### src/rtl/neander_fetch.sv
// Neander-style fetch unit: loads a program, then fetches IR and operand data (RDM) through a shared memory.
// Operand is presented 6 edges after start/handshake; VALID holds until op_ready, then store/pc update apply.
module neander_fetch #(
    parameter int ADDR_W = 4,
    parameter int OP_W   = 4
) (
    input  logic                   clk,
    input  logic                   rst,
    input  logic                   ld_en,
    input  logic [ADDR_W-1:0]      ld_addr,
    input  logic [OP_W+ADDR_W-1:0] ld_data,
    input  logic                   start,
    input  logic                   op_ready,
    input  logic                   st_en,
    input  logic [OP_W+ADDR_W-1:0] st_data,
    input  logic                   jmp,
    output logic                   op_valid,
    output logic [OP_W-1:0]        opcode,
    output logic [ADDR_W-1:0]      operand,
    output logic [OP_W+ADDR_W-1:0] data,
    output logic [ADDR_W-1:0]      pc,
    output logic                   halted,
    output logic                   busy,
    output logic [2:0]             state
);
    localparam int W     = OP_W + ADDR_W;
    localparam int DEPTH = 1 << ADDR_W;

    typedef enum logic [2:0] {
        S_IDLE    = 3'd0,
        S_F_ADDR  = 3'd1,
        S_F_READ  = 3'd2,
        S_F_IR    = 3'd3,
        S_D_READ  = 3'd4,
        S_D_LATCH = 3'd5,
        S_VALID   = 3'd6,
        S_HALT    = 3'd7
    } state_t;

    state_t              state_q, state_d;
    logic [W-1:0]        mem [DEPTH];
    logic [ADDR_W-1:0]   pc_q, rem_q;
    logic [W-1:0]        ir_q, rdm_q, mem_q;
    logic                hs;
    logic                ir_halt;

    assign hs      = (state_q == S_VALID) && op_ready;
    assign ir_halt = &ir_q[W-1:ADDR_W];

    always_ff @(posedge clk) begin
        if (rst) state_q <= S_IDLE;
        else     state_q <= state_d;
    end

    always_comb begin
        state_d = state_q;
        case (state_q)
            S_IDLE:    if (start && !ld_en) state_d = S_F_ADDR;
            S_F_ADDR:  state_d = S_F_READ;
            S_F_READ:  state_d = S_F_IR;
            S_F_IR:    state_d = S_D_READ;
            S_D_READ:  state_d = S_D_LATCH;
            S_D_LATCH: state_d = S_VALID;
            S_VALID:   if (op_ready) state_d = ir_halt ? S_HALT : S_F_ADDR;
            S_HALT:    state_d = S_HALT;
            default:   state_d = S_IDLE;
        endcase
    end

    always_ff @(posedge clk) begin
        if (rst) begin
            pc_q  <= '0;
            rem_q <= '0;
            ir_q  <= '0;
            rdm_q <= '0;
            mem_q <= '0;
        end else begin
            case (state_q)
                S_F_ADDR:  rem_q <= pc_q;
                S_F_READ:  mem_q <= mem[rem_q];
                S_F_IR: begin
                    ir_q  <= mem_q;
                    rem_q <= mem_q[ADDR_W-1:0];
                end
                S_D_READ:  mem_q <= mem[rem_q];
                S_D_LATCH: rdm_q <= mem_q;
                S_VALID: begin
                    if (op_ready) pc_q <= jmp ? ir_q[ADDR_W-1:0] : pc_q + {{(ADDR_W-1){1'b0}}, 1'b1};
                end
                default: ;
            endcase
        end
    end

    // Memory is never reset; rst only suppresses writes in its own cycle.
    always_ff @(posedge clk) begin
        if (!rst) begin
            if (state_q == S_IDLE && ld_en) mem[ld_addr] <= ld_data;
            else if (hs && st_en)            mem[ir_q[ADDR_W-1:0]] <= st_data;
        end
    end

    assign op_valid = (state_q == S_VALID);
    assign halted   = (state_q == S_HALT);
    assign busy     = (state_q != S_IDLE) && (state_q != S_HALT);
    assign state    = state_q;
    assign opcode   = ir_q[W-1:ADDR_W];
    assign operand  = ir_q[ADDR_W-1:0];
    assign data     = rdm_q;
    assign pc       = pc_q;
endmodule

### config.mk
export PLATFORM = sky130hd
export DESIGN_NAME = neander_fetch
export DESIGN_NICKNAME = d
export VERILOG_FILES = /design/src/rtl/neander_fetch.sv
export SDC_FILE = /design/constraint.sdc
export NUM_CORES = 1
export LEC_CHECK = 0
export BUFFER_PORTS_ARGS = -buffer_cell sky130_fd_sc_hd__buf_2
export CAP_MARGIN = 25
export CELL_PAD_IN_SITES_DETAIL_PLACEMENT = 1
export CELL_PAD_IN_SITES_GLOBAL_PLACEMENT = 2
export CORE_ASPECT_RATIO = 0.75
export CORE_MARGIN = 2
export CORE_UTILIZATION = 43
export CTS_BUF_LIST = sky130_fd_sc_hd__clkbuf_16
export CTS_CLUSTER_SIZE = 10
export DETAILED_ROUTE_END_ITERATION = 12
export GPL_ROUTABILITY_DRIVEN = 0
export GPL_TIMING_DRIVEN = 0
export PLACE_DENSITY_LB_ADDON = 0.1
export SLEW_MARGIN = 20
export SYNTH_ARGS = -nofsm -noshare
export SYNTH_HDL_FRONTEND = slang
export SYNTH_SLANG_ARGS = --single-unit
### constraint.sdc
create_clock -name clk -period 2.74 [get_ports clk]
set_input_delay 0.548 -clock clk [delete_from_list [all_inputs] [get_ports clk]]
set_output_delay 0.548 -clock clk [all_outputs]
set_load 0.01 [all_outputs]
=== Word-level counts from Yosys, hierarchy flattened ===
Memories as Yosys holds them, arrays and structs flattened. A register that Yosys moved wholly into a read port is not among the register bits.
Index checks and enable logic that the tools add are counted.
W data, S select, Z words.

* Equality and inequality tests: 10
* Reductions and logical operators: 14
* $lt $le $gt $ge: 0
* Bitwise operators: 0
* Muxes and demuxes: 16
* Div/mod/pow operators: 0
* Shifts and indexed selects: 0
* Add/subtract/negate cells: 1
* $mul: 0

{| class="wikitable"
|+ Operator list
! operator !! count
|-
| $pmux W3 S8 || 1
|-
| $eq A3 B3 Y1 const B || 4
|-
| $mux W3 || 3
|-
| $mux W1 || 8
|-
| $mux W4 || 2
|-
| $mux W8 || 1
|-
| $pmux W4 S2 || 1
|-
| $reduce_or A8 Y1 || 1
|-
| $eq A3 B2 Y1 const B || 2
|-
| $logic_and A1 B1 Y1 || 5
|-
| $add A4 B1 Y4 const B || 1
|-
| $ne A2 B2 Y1 const B || 2
|-
| $reduce_and A2 Y1 || 2
|-
| $reduce_and A4 Y1 || 1
|-
| $eq A3 B1 Y1 const B || 1
|-
| $logic_not A3 Y1 || 1
|-
| $ne A3 B3 Y1 const B || 1
|-
| $reduce_bool A3 Y1 || 1
|-
| $reduce_bool A2 Y1 || 1
|-
| $reduce_or A2 Y1 || 1
|-
| $logic_not A1 Y1 || 1
|}

* Bits in latches: 0
* Memories kept: 1
* Logic and storage cells: 47
* Input bits: 27
* Bits in writable memories: 128
* Bits in registers: 27
* ROM bits: 0
* Output and inout bits: 26

{| class="wikitable"
|+ Memories
! name !! depth !! width !! rd ports !! clocked after memory_dff !! wr ports !! line !! RTL
|-
| mem || 16 || 8 || 1 || 1 || 1 || 41 || <nowiki>logic [W-1:0] mem [DEPTH];</nowiki>
|}

=== Depth between registers and ports, before layout ===
Gate-level depths: netlist of run 1.

* Depth after elaboration: 9
* Mapped depth: 7
* Gate-level depth less buffers: 5

=== Worst setup path before layout of run 1 ===
OpenSTA, ideal clock, no wires.

* Path kind: in2reg
* Start point: in op_ready
* End point: mem mem[0][0] (netlist bit) (enable)
* Path buffers: 2
* Library setup time: 0.370 ns
* Path slack: 0.524 ns
* Required time: 2.370 ns
* Arrival: 1.846 ns
* Stages on the path: 6
* Cell sequence: and4b_1 -> buf_2 -> nand3b_1 -> buf_2 -> mux2i_1 -> nor2_1

* Word-level cells in the longest chain between the ends: 8
* Elaborated cells on any way between the ends: 9
* Those cells by class: mux (6); reduce/logical (3)

{| class="wikitable"
|+ RTL lines
! what !! line !! RTL
|-
| start: declaration || 13 || <nowiki>input logic op_ready,</nowiki>
|-
| $logic_and A1 B1 Y1 (*) || 47 || <nowiki>assign hs = (state_q == S_VALID) && op_ready;</nowiki>
|-
| $logic_and A1 B1 Y1 (*) || 99 || <nowiki>else if (hs && st_en) mem[ir_q[ADDR_W-1:0]] <= st_data;</nowiki>
|-
| $mux W1 (*) || 99 ||
|-
| $mux W1 (*) || 98 || <nowiki>if (state_q == S_IDLE && ld_en) mem[ld_addr] <= ld_data;</nowiki>
|-
| $mux W1 (*) || 97 || <nowiki>if (!rst) begin</nowiki>
|-
| $mux W1 (implied by the code) (*) || 99 ||
|-
| $reduce_or A8 Y1 (no source line) || - ||
|-
| $mux W4 (no source line) / $mux W1 (equally long branches) || - ||
|-
| end: declaration || 41 ||
|}

Every way passes the cells marked *; elsewhere a longest branch is shown, timed or not.

=== Worst setup path after layout of run 1 ===
* Start point: reg state_q[1] (netlist: state[1])
* End point: mem mem[5][4] (netlist bit) (enable)

* Word-level cells in the longest chain between the ends: 9
* Elaborated cells on any way between the ends: 15
* Those cells by class: eq/ne (1); mux (9); reduce/logical (5)

{| class="wikitable"
|+ RTL lines
! what !! line !! RTL
|-
| start: declaration || 40 || <nowiki>state_t state_q, state_d;</nowiki>
|-
| start signal: assignment || 52 || <nowiki>else state_q <= state_d;</nowiki>
|-
| $eq A3 B3 Y1 || 47 ||
|-
| $logic_and A1 B1 Y1 || 47 ||
|-
| $logic_and A1 B1 Y1 || 99 ||
|-
| $mux W1 || 99 ||
|-
| $mux W1 || 98 ||
|-
| $mux W1 || 97 ||
|-
| $mux W1 (implied by the code) || 99 ||
|-
| $reduce_or A8 Y1 (no source line) || - ||
|-
| $mux W4 (no source line) / $mux W1 (equally long branches) || - ||
|}

Parallel ways exist; a longest one is shown, timed or not.

==> results of run 1 <==
## cells by family after synthesis
family | Yosys count | share of synthesized area, %
buf+inv | 28 | 2.001
mux | 66 | 15.57
fa+ha+maj | 1 | 0.1887
compound gates | 58 | 5.814
simple gates | 110 | 7.739
xor+xnor | 1 | 0.1321
flops | 163 | 68.55
## what timing repair did
action                     4_1_cts  5_1_grt
hold buffers                     0        0
resized for setup                4        7
pin swaps                        0        0
setup endpoints to repair       58      121
## layout make-up
cell class / instances / area, um^2 / area share [%]
clock inverter: 14 / 148.9 / 1.923
buffer: 25 / 121.4 / 1.568
clock buffer: 17 / 425.4 / 5.495
multi-input combinational: 236 / 1979 / 25.57
timing repair buffer: 51 / 255.2 / 3.297
sequential: 163 / 4544 / 58.69
inverter: 3 / 11.26 / 0.1454
tap: 205 / 256.5 / 3.313
## flip-flops by register name, indices dropped and copies added (netlist names)
signal and flops:
rem_q 4, ir_q 8, pc 4, state 3, mem_q 8, data 8
mem 128
## layer usage
metal  up-vias  routed length [um]  track usage [%]
met2        85                7654            32.37
met1      2024                7873            31.25
met4         0                 119            7.756
met3         8                 846            5.205
met5         -                   0                0
li1       1814                   -                -
## critical path, cell delays in order, from the launching register on
cell      delay [ns]
dfxtp_1         0.42
and4b_1         0.23
buf_2           0.21
nand3b_1        0.22
buf_2           0.28
mux2i_1         0.30
nor2_1          0.71
## final timing paths
| kind | startpoint | endpoint | slack, ns | depth (start not counted) |
|---|---|---|---|---|
| hold / removal | data[1]$_SDFFE_PP0N_ | data[1]$_SDFFE_PP0N_ | 0.45 | 2 |
| setup reg to reg | state[1]$_SDFFE_PP0P_ | mem[5][4]$_DFFE_PP_ | -0.005 | 6 |
| setup / recovery | state[1]$_SDFFE_PP0P_ | mem[5][4]$_DFFE_PP_ | -0.005 | 6 |
| hold reg to reg | data[1]$_SDFFE_PP0N_ | data[1]$_SDFFE_PP0N_ | 0.45 | 2 |
## power by group
| group | leakage, nW | internal (mW) | switching, mW |
|---|---|---|---|
| sequential | 1.44 | 2.70 | 0.0247 |
| clock | 0.289 | 1.41 | 0.949 |
| combinational | 0.886 | 0.161 | 0.239 |
| total | 2.61 | 4.27 | 1.21 |
## per-stage QoR
stage               util [%]   TNS [ns]  hold WS (ns)
finish                 51.02  -0.007966        0.4550
global route           51.02     -9.212        0.4732
CTS                    50.90     -1.495        0.4449
detailed placement     47.05     -21.37        0.4484
global placement       47.05     -22.79        0.4417
floorplan                  -          0        0.4569
## Yosys cell counts, types with 3 or more instances
master,n,area (um^2)
and3_1,3,18.77
a211oi_1,5,37.54
nand3_1,19,95.09
mux4_2,16,360.4
a21oi_1,21,105.1
nor2_1,39,146.4
nor3_1,9,45.04
o21ai_0,6,30.03
o22ai_1,8,50.05
inv_1,3,11.26
nor2b_1,8,50.05
buf_2,3,15.01
edfxtp_1,128,3844
mux2i_1,9,90.09
dfxtp_1,35,700.7
nand2_1,23,86.33
clkbuf_1,15,56.30
mux4_1,8,210.2
a221o_1,8,80.08
buf_1,5,18.77
mux2_2,33,371.6
==> flow_metrics.py, run 1 <==
metrics = {
    "sta": {
        "finalSetupViolCount": 5,
        "worst_pin_slew_ns": 0.8310,
        "finalCritPeriodShare_pct": 100.2,
        "rsz0062_at_grt": "true",
        "worst_slack_ns": -0.004765,
        "finalClockSkew_ns": 0.007998,
        "period_needed_ns": 2.745,
        "timing_hold_violations_final": 0,
        "fmax_mhz": 364.3,
        "slew_viol_final": 0,
        "maxSlewHeadroom_pct": 43.01,
    },
    "worst_setup_path": {
        "crit_type": "reg -> reg",
        "cp_max_fo": 10,
        "critPathArrivalTime_ns": 2.80,
        "start_kind": "flop",
        "crit_path_end_kind": "flop",
        "required_ns": 2.80,
    },
    "logic_synthesis": {
        "ys_seq_area_share_pct": 68.55,
        "synth_flop_cell": "edfxtp_1",
        "synth_edf_count": 128,
        "synth_cell_types": 38,
        "synth_nets": 455,
        "syn_inst": 427,
        "avgSynthCellArea_um2": 15.52,
        "ys_seq_elements": 163,
        "async_flop_share_pct": 0,
        "yosys_warnings": 0,
        "netlist_area_um2": 6629,
    },
    "finish": {
        "area.growth.synth_to_final_pct": 16.80,
        "fill_cells": 1482,
        "mostFrequentLayoutCells": "edfxtp_1, buf_2, dfxtp_1",
        "antennaDiodeCount": 0,
        "fin_area_um2": 7742,
        "final_common_cell": "edfxtp_1",
        "final_nets": 525,
        "drive_above_1_share_pct": 28.09,
        "fin_cells": 714,
    },
    "clock_tree": {
        "root_buffer": "clkbuf_16",
        "clockBufferDepth": 2,
        "cts_tree": "yes",
        "h-tree-depth": 4,
        "insertion_delay_ns": 0.43,
        "cts_buffers": 17,
        "post_cts_buffers": 0,
        "cts_sinks": 163,
        "path_clk_slew_ns": 0.06,
    },
    "die": {
        "dieHeight_um": 111.5,
        "ios": 53,
        "initial_core_util_pct": 43.68,
        "core_area_um2": 15180,
        "row_count": 39,
        "die_area_um2": 16440,
        "die_w_um": 147.4,
    },
    "power": {
        "vdd.ir_drop.worst_mv": 0.4237,
        "power_per_cell_area_nw_per_um2": 707.5,
        "leakage_nw": 2.611,
        "power_mw": 5.478,
    },
    "global_route": {
        "grt_pass1_vias": 4142,
        "overflow": 0,
        "grt_antenna_before_repair": 0,
        "grt_pass1_wl_mm": 25.43,
        "grt_max_degree": 17,
        "grtUsageTotal_pct": 21.67,
    },
    "routing": {
        "drt_wl_total_mm": 16.49,
        "drt_iter0_drc": 262,
        "first_pass_iters": 4,
        "post_drt_wl_per_cell_um": 23.10,
        "viasPerCell": 5.506,
        "dr_total_vias": 3931,
        "drtAntennaViolNets": 0,
        "drc": 0,
    },
    "placed_design": {
        "port_buffers": 51,
        "placed_area_um2": 7141,
        "dp_hpwl_mm": 11.29,
        "dpl.cell_count": 683,
        "place_ws_ns": -0.3616,
    },
    "run_status": {
        "status": "finished, violations left",
        "violations": "negative setup slack",
    },
    "min_path": {
        "min_path_type": "reg -> reg",
    },
    "run": {
        "drv_cap": 0,
    },
}
(Power assumes the default switching activity.)
==> run 2: changes to the inputs <==
--- a/config.mk
+++ b/config.mk
@@ -18,6 +18,7 @@
 export GPL_ROUTABILITY_DRIVEN = 0
 export GPL_TIMING_DRIVEN = 0
 export PLACE_DENSITY_LB_ADDON = 0.1
+export SETUP_SLACK_MARGIN = 0.05
 export SLEW_MARGIN = 20
 export SYNTH_ARGS = -nofsm -noshare
 export SYNTH_HDL_FRONTEND = slang
==> run 2 against run 1 <==
Effect of this change: the flow now finishes without violations; fmax is 8.2% higher; setup slack better by 0.21 ns; register-to-register slack better by 0.21 ns; die area stayed put; final cell count stayed put; sequential power hardly changed; count of clock-buffer cells in the layout stayed put; non-clock buffer count stayed put; critical endpoint is now mem[4][4]$_DFFE_PP_.
==> flow_metrics.py, run 2 (synthesized netlist as in run 1, its figures left out) <==
metrics = {
    "worst_setup_path": {
        "crit_type": "reg -> reg",
        "crit_path_end_kind": "flop",
        "start_kind": "flop",
        "cpMaxStageDelayCell": "mux2i_2",
        "required_ns": 2.88,
        "max_stage_delay_ns": 0.60,
        "critPathArrivalTime_ns": 2.68,
        "path_cells": "and4b_1 -> buf_2 -> nand3b_1 -> buf_2 -> mux2i_2 -> nor2_2",
        "cp_max_fo": 10,
        "crit_path_frequent_cell": "buf_2",
    },
    "clock_tree": {
        "holdBufCountCts": 0,
        "path_clk_slew_ns": 0.06,
        "insertion_delay_ns": 0.44,
        "clockBufferDepth": 2,
        "cts_sinks": 163,
        "cts_tree": "yes",
        "root_buffer": "clkbuf_16",
        "h-tree-depth": 4,
        "post_cts_buffers": 0,
        "cts_buffers": 17,
    },
    "routing": {
        "drtAntennaViolNets": 0,
        "drt_iter0_drc": 301,
        "first_pass_iters": 5,
        "drc": 0,
        "drt_wl_total_mm": 16.55,
        "dr_total_vias": 3946,
        "post_drt_wl_per_cell_um": 23.18,
        "viasPerCell": 5.527,
    },
    "placed_design": {
        "port_buffers": 51,
        "placed_area_um2": 7141,
        "dp_hpwl_mm": 11.29,
    },
    "sta": {
        "rsz0062_at_grt": "true",
        "timing_hold_violations_final": 0,
        "finalSetupViolCount": 0,
        "finalClockSkew_ns": 0.01088,
        "maxSlewHeadroom_pct": 37.61,
        "finalCritPeriodShare_pct": 92.59,
        "slew_viol_final": 0,
        "period_needed_ns": 2.537,
        "fmax_mhz": 394.2,
        "worst_pin_slew_ns": 0.9098,
    },
    "finish": {
        "drive_above_1_share_pct": 29.86,
        "fin_area_um2": 7785,
        "area.growth.synth_to_final_pct": 17.44,
        "largest-register": "mem",
        "final_common_cell": "edfxtp_1",
        "final_core_util_pct": 51.30,
        "final_nets": 525,
        "mostFrequentLayoutCells": "edfxtp_1, buf_2, dfxtp_1",
        "largest_reg_flops": 128,
        "antennaDiodeCount": 0,
    },
    "die": {
        "core_area_um2": 15180,
        "die_area_um2": 16440,
        "die_w_um": 147.4,
        "ios": 53,
        "initial_core_util_pct": 43.68,
        "dieHeight_um": 111.5,
        "row_count": 39,
    },
    "global_route": {
        "grt_pass1_wl_mm": 25.41,
        "grtUsageTotal_pct": 21.66,
        "grt_max_degree": 17,
        "overflow": 0,
        "grt_pass1_vias": 4154,
        "grt_antenna_before_repair": 0,
    },
    "min_path": {
        "min_path_type": "reg -> reg",
    },
    "power": {
        "leakage_nw": 2.603,
        "power_per_cell_area_nw_per_um2": 705.1,
        "vdd.ir_drop.worst_mv": 0.4302,
    },
    "run": {
        "drv_cap": 0,
    },
    "run_status": {
        "status": "completed",
    },
}
==> run 2: stage by stage <==
| step | worst slack (ns) | hold WS, ns | std cells | total power, mW | TNS, ns |
|---|---|---|---|---|---|
| after detailed placement | -0.3616 | 0.4484 | 683 | 3.177 | -21.37 |
| after floorplan | 0.5242 | 0.4569 | 427 | 3.023 | 0 |
| after CTS | -0.05906 | 0.4449 | 714 | 5.530 | -1.495 |
| final | 0.2031 | 0.4547 | 714 | 5.489 | 0 |
| after global placement | -0.3729 | 0.4417 | 683 | 3.168 | -22.79 |
| after global routing | 0.01792 | 0.4732 | 714 | 5.659 | 0 |
==> run 2: worst paths after layout <==
check,start,end,slack (ns),cells after the start
worst max-delay path,state[1]$_SDFFE_PP0P_,mem[4][4]$_DFFE_PP_,0.20,6
worst min-delay path,data[1]$_SDFFE_PP0N_,data[1]$_SDFFE_PP0N_,0.45,2
worst max register to register,state[1]$_SDFFE_PP0P_,mem[4][4]$_DFFE_PP_,0.20,6
worst min register to register,data[1]$_SDFFE_PP0N_,data[1]$_SDFFE_PP0N_,0.45,2
==> run 2: area by class of cell <==
| class | count | area (um^2) |
|---|---|---|
| multi-input combinational | 236 | 2021 |
| inverter | 3 | 11.26 |
| fill | 1477 | 7391 |
| sequential | 163 | 4544 |
| clock buffer | 17 | 425.4 |
| timing repair buffer | 51 | 255.2 |
| buffer | 25 | 122.6 |
| clock inverter | 14 | 148.9 |
| tap | 205 | 256.5 |
==> run 2: worst max-delay path, delay by kind of cell (launching register included) <==
family	cells	cell delay (ns)
AND/OR/NAND/NOR	3	0.68
buffers and inverters	2	0.49
flip-flops	1	0.45
multiplexers	1	0.60
==> run 2: what timing repair did <==
item | in CTS | in global routing
endpoints found under the setup margin | 104 | 99
resized for setup | 8 | 15
gates cloned | 0 | 0
==> run 2: metal layers <==
| layer | up-vias | share of wire (%) | global-route usage, % |
|---|---|---|---|
| li1 | 1816 | - | - |
| met1 | 2027 | 47 | 30.95 |
| met2 | 90 | 47 | 32.52 |
| met3 | 13 | 4.2 | 5.164 |
| met4 | 0 | 1.2 | 8.141 |
| met5 | - | 0 | 0 |
==> run 2: power by group <==
group	switching (mW)	total, mW	internal, mW
logic	0.244	0.406	0.163
clock network	0.954	2.36	1.41
registers	0.0248	2.72	2.70
total	1.22	5.49	4.27
